===== config.mk =====
export PLATFORM = sky130hd
export DESIGN_NAME = bias_add_1
export DESIGN_NICKNAME = d
export VERILOG_FILES = /design/src/rtl/bias_add_1.sv
export SDC_FILE = /design/constraint.sdc
export NUM_CORES = 1
export LEC_CHECK = 0
export CAP_MARGIN = 20
export CORE_MARGIN = 4
export CORE_UTILIZATION = 60
export CTS_CLUSTER_SIZE = 8
export DETAILED_ROUTE_END_ITERATION = 8
export PLACE_DENSITY = 0.8
export SLEW_MARGIN = 20
export SYNTH_ARGS = -nofsm -noshare
export SYNTH_HDL_FRONTEND = slang
export SYNTH_SLANG_ARGS = --single-unit

===== constraint.sdc =====
create_clock -name ap_clk -period 6.85 [get_ports ap_clk]
set_input_delay 0.685 -clock ap_clk [delete_from_list [all_inputs] [get_ports ap_clk]]
set_output_delay 0.685 -clock ap_clk [all_outputs]
set_load 0.01 [all_outputs]

===== src/rtl/bias_add_1.sv =====
// bias_add_1: per-channel bias addition for the layer-1 output stream.
// Each frame first loads N_CH bias coefficients, then streams N_PIX pixels of
// channel-interleaved accumulators. Each accumulator gets its channel's bias,
// then round-half-up, arithmetic right shift, optional ReLU and saturation.
// One result register drains into the downstream FIFO.
module bias_add_1 #(
  parameter int N_CH    = 16,
  parameter int N_PIX   = 784,
  parameter int ACC_W   = 32,
  parameter int COEFF_W = 16,
  parameter int DATA_W  = 16,
  parameter int SHIFT   = 8,
  parameter int RELU    = 0
) (
  input  logic               ap_clk,
  input  logic               ap_rst,
  input  logic [COEFF_W-1:0] bias_V_dout,
  input  logic               bias_V_empty_n,
  output logic               bias_V_read,
  input  logic [ACC_W-1:0]   input_V_dout,
  input  logic               input_V_empty_n,
  output logic               input_V_read,
  output logic [DATA_W-1:0]  output_V_din,
  input  logic               output_V_full_n,
  output logic               output_V_write
);

  localparam int CH_W  = (N_CH  > 1) ? $clog2(N_CH)  : 1;
  localparam int PIX_W = (N_PIX > 1) ? $clog2(N_PIX) : 1;

  localparam logic [CH_W-1:0]  CH_LAST  = CH_W'(N_CH - 1);
  localparam logic [PIX_W-1:0] PIX_LAST = PIX_W'(N_PIX - 1);

  localparam logic [0:0] LOAD = 1'b0;
  localparam logic [0:0] RUN  = 1'b1;

  // Rounding offset: half of one output LSB at accumulator scale.
  localparam logic signed [ACC_W+1:0] HALF = (ACC_W+2)'(1) << (SHIFT - 1);
  // Output range expressed at the widened sum width.
  localparam logic signed [ACC_W:0] SAT_MAX =
    {{(ACC_W+2-DATA_W){1'b0}}, {(DATA_W-1){1'b1}}};
  localparam logic signed [ACC_W:0] SAT_MIN = ~SAT_MAX;

  logic [0:0]                state;
  logic [CH_W-1:0]           ld_cnt;
  logic [CH_W-1:0]           ch;
  logic [PIX_W-1:0]          pix;
  logic signed [COEFF_W-1:0] bias_mem [N_CH];
  logic signed [DATA_W-1:0]  out_q;
  logic                      out_vld;

  logic                      accept;
  logic signed [DATA_W-1:0]  result;

  // Sign-extend both operands one bit past the accumulator so the sum never wraps.
  function automatic logic signed [ACC_W:0] add_bias(
    input logic signed [ACC_W-1:0]   acc,
    input logic signed [COEFF_W-1:0] b
  );
    logic signed [ACC_W:0] a_x;
    logic signed [ACC_W:0] b_x;
    a_x = {acc[ACC_W-1], acc};
    b_x = {{(ACC_W+1-COEFF_W){b[COEFF_W-1]}}, b};
    return a_x + b_x;
  endfunction

  // Round half up, then drop SHIFT fraction bits with an arithmetic shift.
  function automatic logic signed [ACC_W:0] round_shift(input logic signed [ACC_W:0] s);
    logic signed [ACC_W+1:0] t;
    t = {s[ACC_W], s} + HALF;
    t = t >>> SHIFT;
    return t[ACC_W:0];
  endfunction

  // Optional rectifier on the rounded value.
  function automatic logic signed [ACC_W:0] relu_clamp(input logic signed [ACC_W:0] r);
    if (RELU != 0 && r < 0) return '0;
    return r;
  endfunction

  // Clip to the signed output range.
  function automatic logic signed [DATA_W-1:0] saturate(input logic signed [ACC_W:0] r);
    if (r > SAT_MAX) return SAT_MAX[DATA_W-1:0];
    if (r < SAT_MIN) return SAT_MIN[DATA_W-1:0];
    return r[DATA_W-1:0];
  endfunction

  assign bias_V_read    = (state == LOAD) & bias_V_empty_n;
  assign accept         = (state == RUN) & input_V_empty_n & (~out_vld | output_V_full_n);
  assign input_V_read   = accept;
  assign output_V_write = out_vld & output_V_full_n;
  assign output_V_din   = out_q;

  assign result = saturate(relu_clamp(round_shift(
                    add_bias($signed(input_V_dout), bias_mem[ch]))));

  // Bias bank: written in LOAD only, read from the registered copy in RUN.
  always_ff @(posedge ap_clk) begin
    if (bias_V_read) bias_mem[ld_cnt] <= $signed(bias_V_dout);
  end

  // Frame sequencing: bias load, then N_PIX x N_CH accumulators, then reload.
  always_ff @(posedge ap_clk) begin
    if (ap_rst) begin
      state  <= LOAD;
      ld_cnt <= '0;
      ch     <= '0;
      pix    <= '0;
    end else begin
      case (state)
        LOAD: begin
          if (bias_V_read) begin
            if (ld_cnt == CH_LAST) begin
              ld_cnt <= '0;
              state  <= RUN;
            end else begin
              ld_cnt <= ld_cnt + 1'b1;
            end
          end
        end
        default: begin
          if (accept) begin
            if (ch == CH_LAST) begin
              ch <= '0;
              if (pix == PIX_LAST) begin
                pix   <= '0;
                state <= LOAD;
              end else begin
                pix <= pix + 1'b1;
              end
            end else begin
              ch <= ch + 1'b1;
            end
          end
        end
      endcase
    end
  end

  // Output register: load on accept, hold under backpressure, free on write.
  always_ff @(posedge ap_clk) begin
    if (ap_rst) begin
      out_vld <= 1'b0;
      out_q   <= '0;
    end else begin
      if (accept) begin
        out_q   <= result;
        out_vld <= 1'b1;
      end else if (output_V_write) begin
        out_vld <= 1'b0;
      end
    end
  end

endmodule


==> tab_implementation.tex, run 1 <==
\begin{tabular}{lr}
\hline
Metric & Value \\
\hline
\multicolumn{2}{l}{\textbf{Global routing}} \\
First-pass GRT wire length & 50110 um \\
Gr usage total & 0.2585 \\
Via count of the first global-routing pass & 8602 \\
Sum of overflow across all layers after global routing & 0 \\
Pin count of the biggest net entering global routing & 34 \\
Antenna violations before repair & 0 \\
\multicolumn{2}{l}{\textbf{Route}} \\
Final WL & 32530 um \\
Number of DRC markers in iteration 0 & 735 \\
Via count & 8307 \\
Average wire per standard cell & 25.39 um \\
DRC violations left & 0 \\
Antenna Violating Nets Remaining & 0 \\
Drt first pass iters & 6 \\
Drt via density & 6.485 \\
\multicolumn{2}{l}{\textbf{Floorplanning}} \\
Number of rows created at floorplan & 55 \\
Core area & 22570 um\^{}2 \\
Initial Util & 0.6075 \\
Horizontal die dimension & approximately 160 um \\
Number of placed I/O pins & 72 \\
Die area & 25340 um\^{}2 \\
Die height & around 160 um \\
\multicolumn{2}{l}{\textbf{Worst setup path}} \\
Startpoint kind of the worst setup timing path & flip-flop \\
Cell breakdown of the critical path & mux4\_2 > mux4\_2 > ha\_1 > ha\_1 > nand4\_1 > a2111oi\_0 > a211oi\_1 > o31a\_1 > a31oi\_1 > o2111ai\_1 > nor4\_1 > and4bb\_1 > a21bo\_2 > nand3\_1 > a211oi\_1 \\
Maximum fanout count along the critical path & 32 \\
CP delay by family, top & compound AO/OA/AOI/OAI gates \\
Data required time of the worst path & 7.30 ns \\
Bufs and invs on worst path & 0 \\
Startpoint-to-endpoint class of the critical path & flip-flop to flip-flop \\
Endpoint class of the critical path & flip-flop \\
Crit-path max cell delay & 0.93 ns \\
Critical path arrival & 6.28 ns \\
Library cell contributing the largest single delay on the critical path & dfxtp\_2 \\
\multicolumn{2}{l}{\textbf{Yosys}} \\
Sequential cell area fraction in the yosys report & 0.6190 \\
Adder-cell share of the synthesized area & 0.06204 \\
Synthesized instance count & 876 \\
Number of distinct library cells after synthesis & 68 \\
Post-synthesis average cell area & 15.65 um\^{}2 \\
Prevailing post-synth register cell & edfxtp\_1 \\
Count of flip-flops with a built-in enable after synthesis & $\sim$260 \\
Most instantiated library cell after synthesis & edfxtp\_1 \\
Combined area of all synthesized cells & 13710 um\^{}2 \\
Compound-gate portion of the synthesized area & 0.08011 \\
Cell type contributing the most total cell area after synthesis & edfxtp\_1 \\
Post-synthesis sequential element count & roughly 300 \\
Portion of netlist area occupied by mux cells & 0.1308 \\
Post-synthesis xor/xnor area fraction & 0.02172 \\
Mapped Nets & between 900 and 1000 \\
Leading cell types by count after synthesis & edfxtp\_1 (256), mux4\_2 (77), ha\_1 (68) \\
Post-synthesis simple-gate area fraction & 0.06880 \\
Synth async-reset ratio & 0 \\
Leading cell types by total area after synthesis & edfxtp\_1 (56\%), mux4\_2 (13\%), ha\_1 (6.2\%) \\
Synth Warn \# & 0 \\
Combinational family with the most area after synthesis & multiplexers \\
Yosys top cell area share & 0.5606 \\
\multicolumn{2}{l}{\textbf{Power and ir drop}} \\
Total chip power & 4320 uW \\
PwrDens & 269.2 nW/um\^{}2 \\
Peak supply drop & around 0.22 mV \\
LEAKAGE & approximately 0.0055 uW \\
\multicolumn{2}{l}{\textbf{Timing}} \\
Setup TNS Final & 0 ns \\
Slew at the pin closest to its max-slew limit & approximately 1.0 ns \\
Post-Route Skew & 0.01501 ns \\
Peak clock frequency supported by timing & 171.4 MHz \\
Clock period minus worst slack & 5.833 ns \\
Final hold violations & 0 \\
Normalized max-slew margin & 0.3024 \\
Unrepaired setup endpoints after global routing & false \\
Final setup violation count & 0 \\
Fraction of the cycle the final worst path needs & 0.8515 \\
Max-slew violation count & 0 \\
\multicolumn{2}{l}{\textbf{CTS}} \\
Inserted Clock Buffers & 42 \\
Insertion delay to the later sink of the worst-skew pair & 0.54 ns \\
Quantity of gates resized following cts & 0 \\
Buffer levels on the longest clock path & 3 \\
CTS H-tree depth & 2 \\
Hold-fix buffers, CTS & 0 \\
TritonCTS clock tree & built \\
Clock transition at path regs & 0.05 ns \\
Post-CTS Repair Setup Buffers & 0 \\
Clock tree sinks & 296 \\
Library cell used as clock root buffer & clkbuf\_16 \\
\multicolumn{2}{l}{\textbf{Placement}} \\
IO Port Bufs & just over 70 \\
Inst Count DP & 1222 \\
Post-detailed-placement half-perimeter wirelength & between 15000 and 20000 um \\
RD Place Congestion & 0.9218 \\
\multicolumn{2}{l}{\textbf{Status}} \\
Result of the run & finished, final reports clean \\
\multicolumn{2}{l}{\textbf{Cells and area}} \\
Fraction of final layout cells sized beyond drive strength 1 & 0.1888 \\
Final std cells w/o fill & about 1300 \\
Final Net Count & 1102 \\
Area Growth Syn to Fin & 17.03\% \\
Number of antenna repair diodes & 0 \\
Post-layout util & 0.7110 \\
\multicolumn{2}{l}{\textbf{Hold path}} \\
Worst Hold Class & flip-flop to flip-flop \\
\multicolumn{2}{l}{\textbf{Flow run}} \\
Maxcap violations & 0 \\
\hline
\end{tabular}
==> metal layers <==
metal,vias to the layer above,GRT usage,wire (um)
met5,-,0,0
met4,0,0.1045,1406
met3,91,0.04918,2356
met2,389,0.4318,16190
met1,4139,0.3391,12580
li1,3688,-,-
==> final cells by class <==
type	instances	area, um^2
fill	1457	6524
sequential	296	8493
clock inverter	2	60.06
clock buffer	57	1129
multi-input combinational	524	5007
timing repair buffer	96	923.4
tap	285	356.6
inverter	21	78.83
==> logic make-up after synthesis <==
family,after synthesis
xor gates and xnor gates,34
AOI/OAI and AO/OA,149
adders and majority gates,68
DFF,296
muxes,83
and+or+nand+nor,190
buffers and inverters,56
==> tightest hold or removal path, stage by stage, from the launching register on <==
cell and delay (ns):
dfxtp_1 0.30, nand2b_1 0.07, a21oi_1 0.06
==> placed cells by master (no fill, tap or decap), types with 6 or more instances in the layout <==
cell type | Yosys | routed
nand3_2 | 10 | 10
inv_1 | 20 | 20
ha_1 | 68 | 68
xnor2_1 | 12 | 12
mux4_2 | 77 | 77
a21oi_1 | 44 | 44
nor2_1 | 62 | 61
edfxtp_1 | 256 | 256
nor3_1 | 15 | 11
a21o_1 | 10 | 10
nand2b_1 | 7 | 7
a211oi_2 | 10 | 10
o21bai_1 | 6 | 6
mux2i_1 | 6 | 6
xor2_1 | 22 | 22
and3_1 | 10 | 10
buf_4 | 0 | 23
clkbuf_1 | 22 | 14
dfxtp_1 | 40 | 38
nand2_1 | 44 | 44
o21ai_0 | 23 | 23
nand4_1 | 6 | 6
nand3_1 | 15 | 15
clkbuf_16 | 0 | 43
a211oi_1 | 9 | 9
clkdlybuf4s50_1 | 0 | 71
==> power by group <==
group          internal, uW  switching [uW]
logic                   185             285
registers              1980            6.87
clock network          1140             724
total                  3300            1020
==> per-stage QoR <==
step | hold WS [ns] | area, um^2 | setup slack (ns)
6_report | 0.4833 | 16050 | 1.017
5_1_grt | 0.5280 | 16050 | 0.6854
4_1_cts | 0.4873 | 16050 | 1.031
3_5_place_dp | 0.4807 | 14860 | 1.056
3_3_place_gp | 0.4725 | 14860 | 1.129
2_1_floorplan | 0.4561 | 13710 | 1.323
==> registers in the layout, indices dropped and copies added (netlist names), named ones only <==
name          count
bias_mem        256
output_V_din     16
pix              10
ch                4
ld_cnt            4
out_vld           1
state             1
==> worst paths after layout <==
kind | from | endpoint | slack (ns) | cells past startpoint
worst min-delay path | out_vld$_SDFFE_PP0P_ | out_vld$_SDFFE_PP0P_ | 0.48 | 2
worst max-delay path | flip-flop | output_V_din[5]$_SDFFE_PP0P_ | 1.02 | 15
worst max register to register | flip-flop | output_V_din[5]$_SDFFE_PP0P_ | 1.02 | 15
worst min register to register | out_vld$_SDFFE_PP0P_ | out_vld$_SDFFE_PP0P_ | 0.48 | 2
No activity file was read; power rests on OpenSTA's default activity.
==> inputs of run 2 (changes only) <==
--- a/config.mk
+++ b/config.mk
@@ -10,7 +10,7 @@
 export CORE_UTILIZATION = 60
 export CTS_CLUSTER_SIZE = 8
 export DETAILED_ROUTE_END_ITERATION = 8
-export PLACE_DENSITY = 0.8
+export PLACE_DENSITY = 0.78
 export SLEW_MARGIN = 20
 export SYNTH_ARGS = -nofsm -noshare
 export SYNTH_HDL_FRONTEND = slang
==> run 2 against run 1 <==
Compared with the run above: core utilization about the same; worst hold slack worse by 0.012 ns; clock-buffer cell count down 10; largest cell class unchanged; highest routed layer is now met5.
==> tab_implementation.tex, run 2 (synthesis gave the netlist of run 1 again) <==
\begin{tabular}{lr}
\hline
Metric & Value \\
\hline
\multicolumn{2}{l}{\textbf{Cells and area}} \\
Final Net Count & 1103 \\
Top library cells by usage in the layout, fill and taps aside & edfxtp\_1 (256), mux4\_2 (77), clkdlybuf4s50\_1 (71), ha\_1 (68), nor2\_1 (61) \\
Most common cell after layout, fill and taps aside & edfxtp\_1 \\
Number of antenna repair diodes & 0 \\
Number of fillers in the final layout & between 1000 and 1500 \\
Final instance area & 16050 um\^{}2 \\
Top register by number of flip-flops & bias\_mem \\
Area Growth Syn to Fin & 17.06\% \\
Flip-flop count of the largest register, all copies and words added & 256 \\
Fraction of final layout cells sized beyond drive strength 1 & 0.1943 \\
Final std cells w/o fill & 1273 \\
\multicolumn{2}{l}{\textbf{Power and ir drop}} \\
Total chip power & 4365 uW \\
Combinational share of power & 0.109 \\
LEAKAGE & 0.005506 uW \\
Flop pwr share & 0.456 \\
Sw Ratio & 0.2335 \\
Switching Power & 1019 uW \\
Share of total power in the clock network & 0.435 \\
Internal Power & 3346 uW \\
Peak supply drop & 0.2344 mV \\
PwrDens & between 200 and 300 nW/um\^{}2 \\
\multicolumn{2}{l}{\textbf{Route}} \\
Via count & 8202 \\
Drt first pass iters & 5 \\
Drt via density & roughly 6.4 \\
DRC violations left & 0 \\
Number of DRC markers in iteration 0 & 893 \\
Antenna Violating Nets Remaining & 0 \\
Average wire per standard cell & 25.56 um \\
Final WL & 32530 um \\
\multicolumn{2}{l}{\textbf{Global routing}} \\
Antenna violations before repair & 1 \\
Via count of the first global-routing pass & 8501 \\
Gr usage total & 0.2639 \\
Pin count of the biggest net entering global routing & 43 \\
Sum of overflow across all layers after global routing & 0 \\
First-pass GRT wire length & 51140 um \\
\multicolumn{2}{l}{\textbf{Worst setup path}} \\
CP delay by family, top & compound AO/OA/AOI/OAI gates \\
Reg2Reg Depth & 17 \\
Setup slack of the most critical reg-to-reg path & 0.95 ns \\
Bufs and invs on worst path & 2 \\
Data required time of the worst path & $\sim$7 ns \\
Critical path arrival & 6.25 ns \\
Library cell contributing the largest single delay on the critical path & o41ai\_4 \\
Critical register-to-register path endpoint & output\_V\_din[5]\$\_SDFFE\_PP0P\_ \\
Endpoint class of the critical path & flip-flop \\
Maximum fanout count along the critical path & 18 \\
Crit-path max cell delay & 0.97 ns \\
Startpoint-to-endpoint class of the critical path & flip-flop to flip-flop \\
Startpoint kind of the worst setup timing path & flip-flop \\
Cell breakdown of the critical path & buf\_4 > buf\_4 > mux4\_2 > mux4\_2 > ha\_1 > ha\_1 > nand2\_1 > a2111oi\_0 > a211oi\_1 > o31a\_1 > a311o\_1 > nand2\_1 > xor2\_1 > nor2\_1 > nand3\_1 > o41ai\_4 > a211oi\_1 \\
\multicolumn{2}{l}{\textbf{CTS}} \\
Insertion delay to the later sink of the worst-skew pair & 0.54 ns \\
Quantity of gates resized following cts & 0 \\
Inserted Clock Buffers & 43 \\
Clock transition at path regs & around 0.05 ns \\
Post-CTS Repair Setup Buffers & 0 \\
TritonCTS clock tree & built \\
CTS H-tree depth & 2 \\
Library cell used as clock root buffer & clkbuf\_16 \\
Hold-fix buffers, CTS & 0 \\
Clock tree sinks & 296 \\
Buffer levels on the longest clock path & 3 \\
\multicolumn{2}{l}{\textbf{Placement}} \\
Post-detailed-placement half-perimeter wirelength & 19610 um \\
Inst Count DP & $\sim$1200 \\
IO Port Bufs & a little over 70 \\
Post-placement cell area & 14860 um\^{}2 \\
RD Place Congestion & 0.9631 \\
\multicolumn{2}{l}{\textbf{Hold path}} \\
Hold Startpoint & output\_V\_din[15]\$\_SDFFE\_PP0P\_ \\
End of the worst hold path & output\_V\_din[15]\$\_SDFFE\_PP0P\_ \\
Cells on Worst Hold Path & 2 \\
Worst Hold Class & flip-flop to flip-flop \\
\multicolumn{2}{l}{\textbf{Flow run}} \\
Maxcap violations & 0 \\
\multicolumn{2}{l}{\textbf{Timing}} \\
Peak clock frequency supported by timing & 169.6 MHz \\
Slew at the pin closest to its max-slew limit & 1.046 ns \\
Clock period minus worst slack & 5.895 ns \\
Post-Route Skew & 0.01767 ns \\
Min Hold Slack & 0.4717 ns \\
Setup TNS Final & 0 ns \\
Normalized max-slew margin & 0.3003 \\
Final setup violation count & 0 \\
Unrepaired setup endpoints after global routing & false \\
Final hold violations & 0 \\
Max-slew violation count & 0 \\
Fraction of the cycle the final worst path needs & 0.8606 \\
\multicolumn{2}{l}{\textbf{Floorplanning}} \\
Number of placed I/O pins & 72 \\
Die area & approximately 25000 um\^{}2 \\
Number of rows created at floorplan & 55 \\
Horizontal die dimension & 159.2 um \\
Initial Util & 0.6075 \\
Core area & 22570 um\^{}2 \\
Die height & 159.2 um \\
\multicolumn{2}{l}{\textbf{Status}} \\
Result of the run & finished, final reports clean \\
\hline
\end{tabular}
## run 2: area by class of cell
type                    instances  area, um^2  share of cell area
flip-flops and latches        296        8493              0.5291
multi-input cells             524        5010              0.3121
clock buffers                  47        1112             0.06929
repair buffers                 96       923.4             0.05752
well taps                     285       356.6             0.02221
clock inverters                 4       78.83            0.004910
inverters                      21       78.83            0.004910
## run 2: worst max path at each step
stage / startpoint / to / slack [ns] / cells past startpoint
2_1_floorplan: flip-flop / output_V_din[0]$_SDFFE_PP0P_ / 1.32 / 19
3_3_place_gp: flip-flop / output_V_din[2]$_SDFFE_PP0P_ / 1.04 / 17
3_5_place_dp: flip-flop / output_V_din[6]$_SDFFE_PP0P_ / 0.96 / 17
4_1_cts: flip-flop / output_V_din[6]$_SDFFE_PP0P_ / 0.93 / 17
5_1_grt: flip-flop / output_V_din[5]$_SDFFE_PP0P_ / 0.42 / 17
6_report: flip-flop / output_V_din[5]$_SDFFE_PP0P_ / 0.95 / 17
## run 2: worst reg2reg max path: stages, from the launching register on
cell and delay, ns:
dfxtp_4 0.57, buf_4 0.35, buf_4 0.28, mux4_2 0.54, mux4_2 0.48, ha_1 0.20
ha_1 0.41, nand2_1 0.12, a2111oi_0 0.44, a211oi_1 0.12, o31a_1 0.32, a311o_1 0.37
nand2_1 0.09, xor2_1 0.08, nor2_1 0.10, nand3_1 0.12, o41ai_4 0.98, a211oi_1 0.16
## run 2: power groups by stage
| stage | logic, uW | registers [uW] | clock network [uW] |
|---|---|---|---|
| after floorplan | 316 | 2020 | 0 |
| after global placement | 463 | 2020 | 0 |
| after detailed placement | 465 | 2020 | 0 |
| after CTS | 470 | 1990 | 1930 |
| after global routing | 522 | 1990 | 2020 |
| final | 476 | 1990 | 1900 |
## run 2: stage by stage
| stage | utilization | setup WS [ns] |
|---|---|---|
| finish | 0.7112 | 0.9549 |
| CTS | 0.7112 | 0.9302 |
| floorplan | - | 1.323 |
| detailed placement | 0.6584 | 0.9571 |
| global route | 0.7112 | 0.4206 |
| global placement | 0.6584 | 1.040 |
## run 2: layer usage
layer / GRT usage / wire, um / vias to the layer above
met5: 0 / 13 / -
met4: 0.08797 / 1047 / 2
met3: 0.05902 / 2594 / 71
met2: 0.4411 / 16310 / 383
met1: 0.3483 / 12570 / 4057
li1: - / - / 3689
==> inputs of run 3 (changes only) <==
--- a/config.mk
+++ b/config.mk
@@ -10,6 +10,7 @@
 export CORE_UTILIZATION = 60
 export CTS_CLUSTER_SIZE = 8
 export DETAILED_ROUTE_END_ITERATION = 8
+export GPL_TIMING_DRIVEN = 1
 export PLACE_DENSITY = 0.78
 export SLEW_MARGIN = 20
 export SYNTH_ARGS = -nofsm -noshare
==> constraint.sdc (replaced) <==
create_clock -name ap_clk -period 5.8 [get_ports ap_clk]
set_input_delay 0.58 -clock ap_clk [delete_from_list [all_inputs] [get_ports ap_clk]]
set_output_delay 0.58 -clock ap_clk [all_outputs]
set_load 0.01 [all_outputs]
==> run 3 against run 2 <==
Compared with the run above: first-iteration DRC count increased by 2.1%; clock-buffer cell count is 6 higher; flip-flop and latch count did not move; clock skew grew 0.0017 ns; core utilization increased by 0.26 points; die area stayed put.
==> tab_implementation.tex, run 3 (synthesis gave the netlist of run 1 again) <==
\begin{tabular}{lr}
\hline
Metric & Value \\
\hline
\multicolumn{2}{l}{\textbf{Global routing}} \\
First-pass GRT wire length & 52610 um \\
Pin count of the biggest net entering global routing & 32 \\
Via count of the first global-routing pass & 8737 \\
Gr usage total & 0.2726 \\
Sum of overflow across all layers after global routing & 0 \\
Antenna violations before repair & 1 \\
\multicolumn{2}{l}{\textbf{Timing}} \\
Min Hold Slack & 0.4766 ns \\
Unrepaired setup endpoints after global routing & false \\
Post-Route Skew & 0.01937 ns \\
Max-slew violation count & 0 \\
Setup TNS Final & 0 ns \\
Normalized max-slew margin & 0.3718 \\
Final hold violations & 0 \\
Clock period minus worst slack & around 5.4 ns \\
Fraction of the cycle the final worst path needs & 0.9291 \\
Peak clock frequency supported by timing & 185.6 MHz \\
Final setup violation count & 0 \\
Worst path setup slack after routing & 0.4111 ns \\
Slew at the pin closest to its max-slew limit & 0.9400 ns \\
\multicolumn{2}{l}{\textbf{Placement}} \\
Post-detailed-placement half-perimeter wirelength & 20420 um \\
Pre-CTS WS & 0.4050 ns \\
RD Place Congestion & a little over 0.9 \\
IO Port Bufs & 71 \\
\multicolumn{2}{l}{\textbf{Floorplanning}} \\
Die height & roughly 160 um \\
Number of rows created at floorplan & 55 \\
Initial Util & 0.6075 \\
Horizontal die dimension & 159.2 um \\
Number of placed I/O pins & a little over 70 \\
Die area & 25340 um\^{}2 \\
Core area & 22570 um\^{}2 \\
\multicolumn{2}{l}{\textbf{Worst setup path}} \\
Startpoint-to-endpoint class of the critical path & flip-flop to flip-flop \\
Data required time of the worst path & between 6 and 7 ns \\
Reg2Reg Depth & 16 \\
Critical path arrival & 5.83 ns \\
Maximum fanout count along the critical path & 18 \\
Startpoint kind of the worst setup timing path & flip-flop \\
Setup slack of the most critical reg-to-reg path & 0.41 ns \\
Last element of the critical path & output\_V\_din[5]\$\_SDFFE\_PP0P\_ \\
Critical register-to-register path endpoint & output\_V\_din[5]\$\_SDFFE\_PP0P\_ \\
Endpoint class of the critical path & flip-flop \\
\multicolumn{2}{l}{\textbf{Power and ir drop}} \\
Internal Power & 3879 uW \\
Flop pwr share & 0.461 \\
Switching Power & 1214 uW \\
LEAKAGE & around 0.0055 uW \\
Sw Ratio & 0.2384 \\
Peak supply drop & 0.2627 mV \\
Combinational share of power & 0.112 \\
PwrDens & around 320 nW/um\^{}2 \\
Share of total power in the clock network & 0.427 \\
\multicolumn{2}{l}{\textbf{Cells and area}} \\
Fraction of final layout cells sized beyond drive strength 1 & 0.2006 \\
Number of antenna repair diodes & 0 \\
Final Net Count & between 1000 and 1500 \\
Top library cells by usage in the layout, fill and taps aside & edfxtp\_1 (256), mux4\_2 (77), clkdlybuf4s50\_1 (71), ha\_1 (68), nor2\_1 (58) \\
Most common cell after layout, fill and taps aside & edfxtp\_1 \\
Area Growth Syn to Fin & 17.48\% \\
Post-layout util & 0.7137 \\
Top register by number of flip-flops & bias\_mem \\
Number of fillers in the final layout & 1463 \\
Flip-flop count of the largest register, all copies and words added & 256 \\
\multicolumn{2}{l}{\textbf{Route}} \\
Drt first pass iters & 5 \\
Average wire per standard cell & approximately 26 um \\
Antenna Violating Nets Remaining & 0 \\
DRC violations left & 0 \\
Drt via density & 6.471 \\
Via count & 8328 \\
Number of DRC markers in iteration 0 & 912 \\
Final WL & 33820 um \\
\multicolumn{2}{l}{\textbf{Flow run}} \\
Maxcap violations & 0 \\
\multicolumn{2}{l}{\textbf{CTS}} \\
CTS H-tree depth & 2 \\
Library cell used as clock root buffer & clkbuf\_16 \\
TritonCTS clock tree & built \\
Hold-fix buffers, CTS & 0 \\
Quantity of gates resized following cts & 0 \\
Post-CTS Repair Setup Buffers & 0 \\
Clock tree sinks & about 300 \\
Inserted Clock Buffers & 42 \\
Insertion delay to the later sink of the worst-skew pair & 0.53 ns \\
Buffer levels on the longest clock path & 3 \\
Clock transition at path regs & 0.05 ns \\
\multicolumn{2}{l}{\textbf{Status}} \\
Result of the run & finished, final reports clean \\
\multicolumn{2}{l}{\textbf{Hold path}} \\
Worst Hold Class & flip-flop to flip-flop \\
\hline
\end{tabular}
-- run 3: cell count changes in the layout (fill, tap and decap cells not counted), sizes merged --
cell | previous run | this run
buf | 25 | 34
bufinv | 1 | 0
clkbuf | 47 | 53
clkinv | 1 | 2
inv | 23 | 22
-- run 3: per-layer routing --
| layer | wire, um | track usage | up-vias |
|---|---|---|---|
| met5 | 12 | 0 | - |
| met4 | 1025 | 0.08718 | 2 |
| met3 | 2612 | 0.04789 | 69 |
| met2 | 17220 | 0.4691 | 388 |
| met1 | 12950 | 0.3584 | 4163 |
| li1 | - | - | 3706 |
-- run 3: worst min-delay path by stage --
stage | startpoint | end | cells after the start
6_report | output_V_din[15]$_SDFFE_PP0P_ | output_V_din[15]$_SDFFE_PP0P_ | 2
4_1_cts | out_vld$_SDFFE_PP0P_ | out_vld$_SDFFE_PP0P_ | 2
3_5_place_dp | out_vld$_SDFFE_PP0P_ | out_vld$_SDFFE_PP0P_ | 2
5_1_grt | output_V_din[15]$_SDFFE_PP0P_ | output_V_din[15]$_SDFFE_PP0P_ | 2
2_1_floorplan | out_vld$_SDFFE_PP0P_ | out_vld$_SDFFE_PP0P_ | 2
3_3_place_gp | output_V_din[15]$_SDFFE_PP0P_ | output_V_din[15]$_SDFFE_PP0P_ | 2
-- run 3: stage by stage --
step                      area, um^2  cells  power [uW]
final                          16110   1287        5093
after global routing           16110   1287        5286
after CTS                      16100   1286        5112
after detailed placement       14950   1230        2949
after global placement         14940   1230        2941
after floorplan                13710    876        2758
-- run 3: cell type report --
class	instances	area, um^2	area share
Inverter	21	78.83	0.004893
Clock buffer	53	1092	0.06780
Multi-Input combinational cell	524	5022	0.3117
Clock inverter	3	56.30	0.003495
Timing Repair Buffer	105	1011	0.06275
Sequential cell	296	8493	0.5272
Tap cell	285	356.6	0.02213
-- run 3: power by group through the flow --
stage	Sequential, uW	Clock (uW)	Combinational, uW
final	2350	2170	571
after global placement	2390	0	556
after global routing	2350	2310	634
after detailed placement	2390	0	562
after floorplan	2390	0	373
after CTS	2350	2200	568
-- run 3: critical path: stages (launching register included) --
cell       delay (ns)
dfxtp_4          0.51
buf_12           0.23
mux4_2           0.55
mux4_2           0.54
ha_1             0.31
ha_1             0.41
nand2_1          0.13
a2111oi_0        0.52
a211oi_1         0.14
o31a_1           0.31
a31oi_1          0.21
o2111ai_1        0.15
nor4_1           0.23
and4bb_1         0.26
a21bo_2          0.39
nand3_1          0.14
a211oi_1         0.25
